## src/rtl/opb_rst_reg_sequencer_if.sv

```systemverilog
// OPB master-side signal bundle between the reset sequencer and the arbiter/register slave.
// Address and data buses keep the big-endian OPB bit numbering.
interface opb_rst_reg_sequencer_if;
    logic        M_request;
    logic        M_select;
    logic        M_RNW;
    logic        M_seqAddr;
    logic [0:31] M_ABus;
    logic [0:31] M_DBus;
    logic [0:3]  M_BE;
    logic        OPB_MGrant;
    logic        OPB_xferAck;
    logic        OPB_errAck;
    logic        OPB_retry;

    modport master (
        output M_request, M_select, M_RNW, M_seqAddr, M_ABus, M_DBus, M_BE,
        input  OPB_MGrant, OPB_xferAck, OPB_errAck, OPB_retry
    );

    modport slave (
        input  M_request, M_select, M_RNW, M_seqAddr, M_ABus, M_DBus, M_BE,
        output OPB_MGrant, OPB_xferAck, OPB_errAck, OPB_retry
    );
endinterface

```

## src/rtl/opb_rst_reg_sequencer.sv

```systemverilog
// OPB write-only master that pulses the TGE core reset register: write ASSERT_VAL,
// wait HOLD_CYCLES, write DEASSERT_VAL, then report done or error.
module opb_rst_reg_sequencer #(
    parameter logic [31:0] C_BASEADDR   = 32'h01100800,
    parameter logic [31:0] ASSERT_VAL   = 32'h00000001,
    parameter logic [31:0] DEASSERT_VAL = 32'h00000000,
    parameter int unsigned HOLD_CYCLES  = 256,
    parameter int unsigned TIMEOUT      = 16,
    parameter int unsigned MAX_RETRY    = 3,
    parameter bit          AUTO_START   = 1'b1
) (
    input  logic                           OPB_Clk,
    input  logic                           OPB_Rst_n,
    input  logic                           start,
    opb_rst_reg_sequencer_if.master        opb,
    output logic                           busy,
    output logic                           done,
    output logic                           error
);

    typedef enum logic [2:0] {S_IDLE, S_REQ, S_XFER, S_HOLD, S_DONE, S_ERR} state_t;

    localparam logic [15:0] HOLD_INIT = 16'(HOLD_CYCLES);
    localparam logic [7:0]  TMO_LAST  = 8'(TIMEOUT - 1);
    localparam logic [3:0]  RETRY_MAX = 4'(MAX_RETRY);

    state_t      state_q, state_d;
    logic        phase_q, phase_d;
    logic [15:0] hold_q, hold_d;
    logic [7:0]  tmo_q, tmo_d;
    logic [3:0]  retry_q, retry_d;
    logic        boot_q;

    always_comb begin
        // NOTE: every signal gets a default before the case so no path leaves it unassigned (no latches).
        state_d = state_q;
        phase_d = phase_q;
        hold_d  = hold_q;
        tmo_d   = tmo_q;
        retry_d = retry_q;
        case (state_q)
            S_IDLE: begin
                // boot_q is low only on the first clock after reset release
                if (start || (AUTO_START && !boot_q)) begin
                    state_d = S_REQ;
                    phase_d = 1'b0;
                    retry_d = 4'd0;
                end
            end
            S_REQ: begin
                if (opb.OPB_MGrant) begin
                    state_d = S_XFER;
                    tmo_d   = 8'd0;
                end
            end
            S_XFER: begin
                if (opb.OPB_errAck) begin
                    state_d = S_ERR;
                end else if (opb.OPB_xferAck) begin
                    retry_d = 4'd0;
                    if (phase_q) begin
                        state_d = S_DONE;
                    end else begin
                        state_d = S_HOLD;
                        hold_d  = HOLD_INIT;
                    end
                end else if (opb.OPB_retry) begin
                    if (retry_q == RETRY_MAX) begin
                        state_d = S_ERR;
                    end else begin
                        state_d = S_REQ;
                        retry_d = retry_q + 4'd1;
                    end
                end else if (tmo_q == TMO_LAST) begin
                    state_d = S_ERR;
                end else begin
                    tmo_d = tmo_q + 8'd1;
                end
            end
            S_HOLD: begin
                if (hold_q == 16'd0) begin
                    state_d = S_REQ;
                    phase_d = 1'b1;
                end else begin
                    hold_d = hold_q - 16'd1;
                end
            end
            S_DONE, S_ERR: begin
                if (start) begin
                    state_d = S_REQ;
                    phase_d = 1'b0;
                    retry_d = 4'd0;
                end
            end
            default: state_d = S_IDLE;
        endcase
    end

    // Outputs are registered from the next state so they change on the same edge as the state.
    logic sel_d;
    assign sel_d = (state_d == S_XFER);

    always_ff @(posedge OPB_Clk or negedge OPB_Rst_n) begin
        if (!OPB_Rst_n) begin
            state_q       <= S_IDLE;
            phase_q       <= 1'b0;
            hold_q        <= 16'd0;
            tmo_q         <= 8'd0;
            retry_q       <= 4'd0;
            boot_q        <= 1'b0;
            opb.M_request <= 1'b0;
            opb.M_select  <= 1'b0;
            opb.M_ABus    <= '0;
            opb.M_DBus    <= '0;
            opb.M_BE      <= '0;
            busy          <= 1'b0;
            done          <= 1'b0;
            error         <= 1'b0;
        end else begin
            // NOTE: non-blocking assignments so every register samples pre-edge values.
            state_q       <= state_d;
            phase_q       <= phase_d;
            hold_q        <= hold_d;
            tmo_q         <= tmo_d;
            retry_q       <= retry_d;
            boot_q        <= 1'b1;
            opb.M_request <= (state_d == S_REQ);
            opb.M_select  <= sel_d;
            opb.M_ABus    <= sel_d ? C_BASEADDR : 32'd0;
            opb.M_DBus    <= sel_d ? (phase_d ? DEASSERT_VAL : ASSERT_VAL) : 32'd0;
            opb.M_BE      <= sel_d ? 4'hF : 4'h0;
            busy          <= (state_d == S_REQ) || (state_d == S_XFER) || (state_d == S_HOLD);
            done          <= (state_d == S_DONE);
            error         <= (state_d == S_ERR);
        end
    end

    assign opb.M_RNW     = 1'b0;
    assign opb.M_seqAddr = 1'b0;

endmodule
```

## src/flat_wrapper.sv

```systemverilog
// flat-port wrapper written by rule: the top's interface ports become plain ports
module opb_rst_reg_sequencer_flat 
#(
    parameter logic [31:0] C_BASEADDR   = 32'h01100800,
    parameter logic [31:0] ASSERT_VAL   = 32'h00000001,
    parameter logic [31:0] DEASSERT_VAL = 32'h00000000,
    parameter int unsigned HOLD_CYCLES  = 256,
    parameter int unsigned TIMEOUT      = 16,
    parameter int unsigned MAX_RETRY    = 3,
    parameter bit          AUTO_START   = 1'b1
)
  (OPB_Clk, OPB_Rst_n, start, busy, done, error, opb_M_request, opb_M_select, opb_M_RNW, opb_M_seqAddr, opb_M_ABus, opb_M_DBus, opb_M_BE, opb_OPB_MGrant, opb_OPB_xferAck, opb_OPB_errAck, opb_OPB_retry);
  opb_rst_reg_sequencer_if opb_i ();
  input  logic OPB_Clk;
  input  logic OPB_Rst_n;
  input  logic start;
  output logic busy;
  output logic done;
  output logic error;
  output wire logic [$bits(opb_i.M_request)-1:0] opb_M_request;
  output wire logic [$bits(opb_i.M_select)-1:0] opb_M_select;
  output wire logic [$bits(opb_i.M_RNW)-1:0] opb_M_RNW;
  output wire logic [$bits(opb_i.M_seqAddr)-1:0] opb_M_seqAddr;
  output wire logic [$bits(opb_i.M_ABus)-1:0] opb_M_ABus;
  output wire logic [$bits(opb_i.M_DBus)-1:0] opb_M_DBus;
  output wire logic [$bits(opb_i.M_BE)-1:0] opb_M_BE;
  input wire logic [$bits(opb_i.OPB_MGrant)-1:0] opb_OPB_MGrant;
  input wire logic [$bits(opb_i.OPB_xferAck)-1:0] opb_OPB_xferAck;
  input wire logic [$bits(opb_i.OPB_errAck)-1:0] opb_OPB_errAck;
  input wire logic [$bits(opb_i.OPB_retry)-1:0] opb_OPB_retry;
  assign opb_M_request = opb_i.M_request;
  assign opb_M_select = opb_i.M_select;
  assign opb_M_RNW = opb_i.M_RNW;
  assign opb_M_seqAddr = opb_i.M_seqAddr;
  assign opb_M_ABus = opb_i.M_ABus;
  assign opb_M_DBus = opb_i.M_DBus;
  assign opb_M_BE = opb_i.M_BE;
  assign opb_i.OPB_MGrant = opb_OPB_MGrant;
  assign opb_i.OPB_xferAck = opb_OPB_xferAck;
  assign opb_i.OPB_errAck = opb_OPB_errAck;
  assign opb_i.OPB_retry = opb_OPB_retry;
  opb_rst_reg_sequencer #(.C_BASEADDR(C_BASEADDR), .ASSERT_VAL(ASSERT_VAL), .DEASSERT_VAL(DEASSERT_VAL), .HOLD_CYCLES(HOLD_CYCLES), .TIMEOUT(TIMEOUT), .MAX_RETRY(MAX_RETRY), .AUTO_START(AUTO_START)) u_core (.OPB_Clk(OPB_Clk), .OPB_Rst_n(OPB_Rst_n), .start(start), .opb(opb_i), .busy(busy), .done(done), .error(error));
endmodule
```

## config.mk

```make
export PLATFORM = sky130hd
export DESIGN_NAME = opb_rst_reg_sequencer_flat
export DESIGN_NICKNAME = d
export VERILOG_FILES = /design/src/rtl/opb_rst_reg_sequencer_if.sv /design/src/rtl/opb_rst_reg_sequencer.sv /design/src/flat_wrapper.sv
export SDC_FILE = /design/constraint.sdc
export NUM_CORES = 1
export LEC_CHECK = 0
export CAP_MARGIN = 30
export CELL_PAD_IN_SITES_DETAIL_PLACEMENT = 1
export CELL_PAD_IN_SITES_GLOBAL_PLACEMENT = 2
export CORE_MARGIN = 10
export CORE_UTILIZATION = 29
export DETAILED_ROUTE_END_ITERATION = 6
export HOLD_SLACK_MARGIN = 0.1
export PLACE_DENSITY = 0.95
export SYNTH_ARGS = -nofsm -noshare
export SYNTH_HDL_FRONTEND = slang
export SYNTH_SLANG_ARGS = --single-unit
```

## constraint.sdc

```tcl
create_clock -name OPB_Clk -period 4.1 [get_ports OPB_Clk]
set_input_delay 0.615 -clock OPB_Clk [delete_from_list [all_inputs] [get_ports OPB_Clk]]
set_output_delay 0.615 -clock OPB_Clk [all_outputs]
set_load 0.03 [all_outputs]
```

# Word-level counts from Yosys, hierarchy flattened
# Index checks and enable logic that the tools add are counted.
[totals]
register_bits = 106
latch_bits = 0
mem_bits_rw = 0
romBits = 0
in_bits = 7
output_inout_bits = 75
word_cells = 91
mem_count = 0
[op_classes]
n_addsub = 3
mul = 0
div = 0
magnitude_cmp = 0
n_eq_ne = 24
n_shift = 0
n_mux = 37
bitwise = 0
n_reduce_logical = 13
[op_table]
columns = ["op", "count"]
rows = [
  ["16-bit two-way mux", 4],
  ["8-bit two-way mux", 5],
  ["32-bit two-way mux", 1],
  ["16-bit case mux with 2 select lines", 1],
  ["3-bit two-way mux", 10],
  ["4-bit two-way mux", 7],
  ["25-bit two-way mux", 1],
  ["2-bit != test (second input constant)", 9],
  ["16-bit logical NOT", 1],
  ["8-bit case mux with 2 select lines", 1],
  ["16-bit by 1-bit subtractor with 16-bit output (second input constant)", 1],
  ["3-bit case mux with 5 select lines", 1],
  ["3-bit by 2-bit == test with 1-bit output (second input constant)", 4],
  ["3-bit == test (second input constant)", 4],
  ["4-bit case mux with 3 select lines", 1],
  ["6-bit AND reduction", 2],
  ["8-bit by 1-bit adder with 8-bit output (second input constant)", 1],
  ["8-bit by 4-bit == test with 1-bit output (second input constant)", 1],
  ["3-bit by 1-bit == test with 1-bit output (second input constant)", 2],
  ["3-bit != test (second input constant)", 2],
  ["5-bit AND reduction", 1],
  ["4-bit by 1-bit adder with 4-bit output (second input constant)", 1],
  ["4-bit by 2-bit == test with 1-bit output (second input constant)", 1],
  ["1-bit two-way mux", 4],
  ["other kinds (8)", 11],
]

# Depth between registers and ports, before layout
[depth]
ltp_word = 9
ltp_mapped = 10

# Worst setup path before layout
# Ideal clock, no wire load.
[synth_timing]
kind = "flip-flop to flip-flop"
start = "register u_core.hold_q[0]"
end = "register u_core.hold_q[8]"
setup_time_ns = 0.131
arrival_ns = 2.388
required_time_ns = 3.969
slack_ns = 1.581
path_stages_with_launch = 9
path_buffers = 0
synth_period_minus_slack_ns = 2.519
cell_sequence = "dfrtp_1 > inv_1 > ha_1 > or3b_1 > or4_1 > o311a_4 > o211ai_2 > nor3_1 > or3_1"
[synth_via]
elab_chain_cells = 3
elab_cells_between_ends = 6
cone_classes = "add/sub (1); eq/ne (1); mux (2); reduce/logical (2)"
[synth_rtl]
columns = ["element", "line_no", "rtl"]
rows = [
  ["from (decl)", "opb_rst_reg_sequencer.sv:29", "logic [15:0] hold_q, hold_d;"],
  ["from (signal assigned)", "opb_rst_reg_sequencer.sv:123", "hold_q <= hold_d;"],
  ["16-bit by 1-bit subtractor with 16-bit output or 16-bit logical NOT (tied branches)", "opb_rst_reg_sequencer.sv:85, opb_rst_reg_sequencer.sv:81", ""],
  ["16-bit two-way mux or 2-bit != test (tied branches)", "n/a", ""],
  ["16-bit case mux with 2 select lines or 5-bit AND reduction (tied branches)", "n/a", ""],
]
# Several ways; a longest one is shown, not always the timed one. The select of a mux whose other input is x is not followed.
# A chain may end at the register's enable or synchronous reset.

# Final worst setup path
[layout_timing]
start = "input port opb_OPB_errAck"
end = "register u_core.hold_q[14]"
[layout_via]
elab_chain_cells = 2
[layout_rtl]
columns = ["element", "line_no", "rtl"]
rows = [
  ["from (decl)", "flat_wrapper.sv:29", "input wire logic [$bits(opb_i.OPB_errAck)-1:0] opb_OPB_errAck;"],
  ["2-bit != test (no source line)", "n/a", ""],
  ["5-bit AND reduction (no source line)", "n/a", ""],
]
# No other way between the ends.

==> summary by stage <==
Synth
The synthesized area per cell is 9.40 um^2. The netlist area before placement is 2520 um^2. The basic-gate share of the synthesized area counting and, or, nand and nor cells is 17.3%. In the synthesized netlist, mux cells make up 0% of the area. The number of warning messages in the yosys log is 0.

The share of the synthesized area in compound gates (AO/OA/AOI/OAI) is 15.3%. After Yosys synthesis, XOR and XNOR cells account for 3.82% of the synthesized area. Of the post-synthesis cell area, the dominant cell type holds 38.7%.

Yosys attributes the largest share of cell area to dfrtp_1 39%, buf_4 21%, xor2_1 3.8%, nor2_1 3.1%, o211ai_1 2.4%. After synthesis the netlist holds a flip-flop and latch count of 39. The library cell with the largest summed area after synthesis is dfrtp_1. By area, the combinational part of the netlist is dominated by buffers and inverters. The number of flops mapped to enable cells by yosys is 0.

Sequential cells were found to cover 38.7% of the synthesized design area. In the synthesized netlist the async set-or-reset flop fraction comes to 100%. Summing the areas of all fa, ha and maj instances in the mapped netlist gives 1.49% of the synthesized area.

The leading register cell type out of synthesis is dfrtp_1. The number of different library cells in the post-synthesis netlist is 47. In the synthesized netlist, the number of instances is 268.

Critical path
The critical path is of the input port to flop type. STA classifies the critical path endpoint as a flop. For flop-to-flop paths, the worst setup slack is 1.26 ns. For this design, the slowest cell found on the critical path is or4b_1.

In this run the critical register-to-register path is launched from u_core.hold_q[0]. The critical path data required time is 4.31 ns. On the worst path, the slowest cell contributes a delay of 0.55 ns. Walking the worst path, the cells encountered are clkdlybuf4s50_1 -> or4b_1 -> nor3b_1 -> buf_4 -> a211o_1 -> o211ai_2 -> or4_1 -> a21oi_1. In this run the worst path has a maximum fanout of 13.

The category of the worst setup path launch point is an input port. The number of cells on the worst reg-to-reg path is 8. In this run the critical register-to-register path is captured at u_core.hold_q[8]. STA puts the critical path data arrival time at 3.29 ns.

CTS
After clock tree synthesis, the clock-pin slew on the worst setup and hold paths is 0.08 ns. The clock insertion delay at the later pin of the skew report is 0.29 ns. In this run the post-CTS setup repair buffer count came out at 0. CTS saw 39 sinks.

The maximum level of the CTS H-tree is 2. The post-cts hold buffer count is 0. No sink is reached through more buffers than the 2 on the longest clock path.

The number of buffers inserted during clock tree synthesis is 5. The clock tree root driver cell is clkbuf_8. TritonCTS built the clock tree.

In this run, post-CTS repair resized a total of 0 instances.

Pwr
The worst voltage drop across the vdd grid is 169 uV. Summed over all cells, the static leakage comes to 1.25 nW. The overall power after layout is 1.70 mW. For this design the ratio of total power to cell area is 641 nW/um^2.

Place
In this run the tool buffered the top-level ports with 19 buffer cells. The final weighted congestion of routability-driven global placement is 0.800. The half-perimeter wire length after detailed placement is 4280 um.

Finish
In the layout the commonest cells are 63 x conb_1, 39 x dfrtp_1, 21 x nor2_1, 18 x clkdlybuf4s50_1. The leading cell type in the layout, fill and taps excluded is conb_1. The post-layout net count is 293. Of the cells placed in the final design, the portion with a size suffix greater than 1 is 7.39%. 0 antenna diodes ended up in the layout. The layout overhead on the synthesized area is 5.21%.

The post-layout utilization of the core is 31.8%.

Drt
In the routed design, unresolved DRC markers number 0. The total via count in the routed design is 1770. The count of nets left with antenna violations once routing finished came out at 0. The wire length per cell is 14.2 um. In this run, the number of DRC markers left after iteration 0 of detailed routing was 86.

The final layout contains routed wiring with a total length of 5520 um. The number of vias per cell is 4.55. The number of search-and-repair iterations in the first detailed-routing pass is 4.

Global route
The initial antenna violation count is 0. The wire length of the first global-routing pass is 9380 um. Entering global routing, the biggest net connects 40 pins. The via count of the first global-routing pass is 1956. The total congestion overflow is 0.

Across every metal layer, demand over resource in global routing totals 8.45%.

Floorplan
The die span in y is 113 um. After floorplanning, the core was divided into 33 placement rows. 82 I/O pins were placed. The die covers 12800 um^2. The placeable core region is 8340 um^2.

The starting utilization of the core area is 30.2%. The die boundary width is 113 um.

STA
The worst relative slew slack is 41.6%. The sum of negative setup slack is 0 ns. The maximum clock frequency is 325 MHz. The worst clock skew is 0.00600 ns. The final number of hold-violating endpoints is 0. The final-report max-slew violation count came to 0. The slew at the pin closest to its max-slew limit is 0.876 ns. Setup repair after global routing left no endpoint under its margin.

Setup violations remaining at the end of the flow were counted as 0. The worst path uses 75.1% of the clock period. The shortest clock period the worst path allows after layout is 3.08 ns.

Outcome
The run finished with clean final reports.

Run
Across the run, the number of max-cap violations was 0.

Worst hold path
The class of the most critical hold timing path is input port to asynchronous set/reset pin.
-- worst max path at each step --
stage / from / end / slack, ns
floorplan: u_core.hold_q[0] / u_core.hold_q[8] / 1.58
global placement: opb_OPB_errAck / u_core.hold_q[13] / 0.82
detailed placement: opb_OPB_errAck / u_core.hold_q[14] / 0.73
CTS: opb_OPB_errAck / u_core.hold_q[14] / 1.02
global route: opb_OPB_errAck / u_core.hold_q[11] / 0.85
finish: opb_OPB_errAck / u_core.hold_q[14] / 1.02
-- kinds of logic after synthesis --
| family | count (synthesis) |
|---|---|
| buffers and inverters | 83 |
| AOI/OAI and AO/OA | 53 |
| adders and majority gates | 3 |
| other | 2 |
| DFF | 39 |
| and+or+nand+nor | 77 |
| xor gates and xnor gates | 11 |
-- routing by layer --
layer / share of wire, % / track usage (%) / vias up
met2: 48 / 14.2 / 59
li1: - / - / 830
met5: 0 / 0 / -
met3: 7.5 / 3.49 / 5
met1: 43 / 9.78 / 876
met4: 0.60 / 2.03 / 0
-- power breakdown --
part | leakage [nW] | switching, mW | internal, mW
sequential | 0.513 | 0.125 | 0.500
combinational | 0.674 | 0.489 | 0.252
clock | 0.0612 | 0.138 | 0.197
-- registers in the layout, indices dropped and copies added, names as in the netlist --
name	flops
u_core.opb.M_request	1
u_core.tmo_q	8
u_core.error	1
u_core.phase_q	1
u_core.busy	1
u_core.hold_q	16
u_core.boot_q	1
u_core.opb.M_DBus	1
u_core.state_q	3
u_core.done	1
u_core.opb.M_BE	1
u_core.retry_q	4
-- cells in the mapped netlist (all sizes together) (2+ instances only) --
| cell | instances |
|---|---|
| a21oi | 10 |
| and2 | 4 |
| nor3b | 2 |
| o21a | 4 |
| o21ai | 12 |
| nand3 | 2 |
| o32ai | 2 |
| ha | 3 |
| buf | 72 |
| clkbuf | 2 |
| nor4 | 4 |
| or3b | 2 |
| xor2 | 11 |
| nor2b | 2 |
| or4 | 5 |
| nor2 | 21 |
| o2111ai | 2 |
| nor3 | 6 |
| o31a | 2 |
| nor4b | 2 |
| and3 | 3 |
| conb | 2 |
| nand2b | 5 |
| nand2 | 8 |
| a211o | 3 |
| or3 | 6 |
| inv | 9 |
| o211ai | 10 |
| dfrtp | 39 |
| o31ai | 3 |
-- through the flow --
stage	hold WS (ns)	setup slack (ns)	area, um^2	cells
floorplan	0.319	1.58	2750	329
detailed placement	0.477	0.729	2530	381
CTS	0.473	1.02	2650	389
global route	0.502	0.850	2650	389
finish	0.437	1.02	2650	389
global placement	0.462	0.816	2530	381
-- area by class of cell --
| cell class | instances | area (um^2) |
|---|---|---|
| tap | 105 | 131 |
| sequential | 39 | 976 |
| clock buffer | 6 | 82.6 |
| clock inverter | 2 | 35.0 |
| multi-input combinational | 207 | 1190 |
| inverter | 9 | 33.8 |
| fill | 995 | 5690 |
| timing repair buffer | 21 | 200 |
-- worst max-delay path: cells and delay by family --
| kind | cells | cell delay, ns |
|---|---|---|
| AOI/OAI and AO/OA | 3 | 0.76 |
| buffers and inverters | 2 | 0.70 |
| and+or+nand+nor | 3 | 1.22 |
Power figures use the tool's default switching activity.
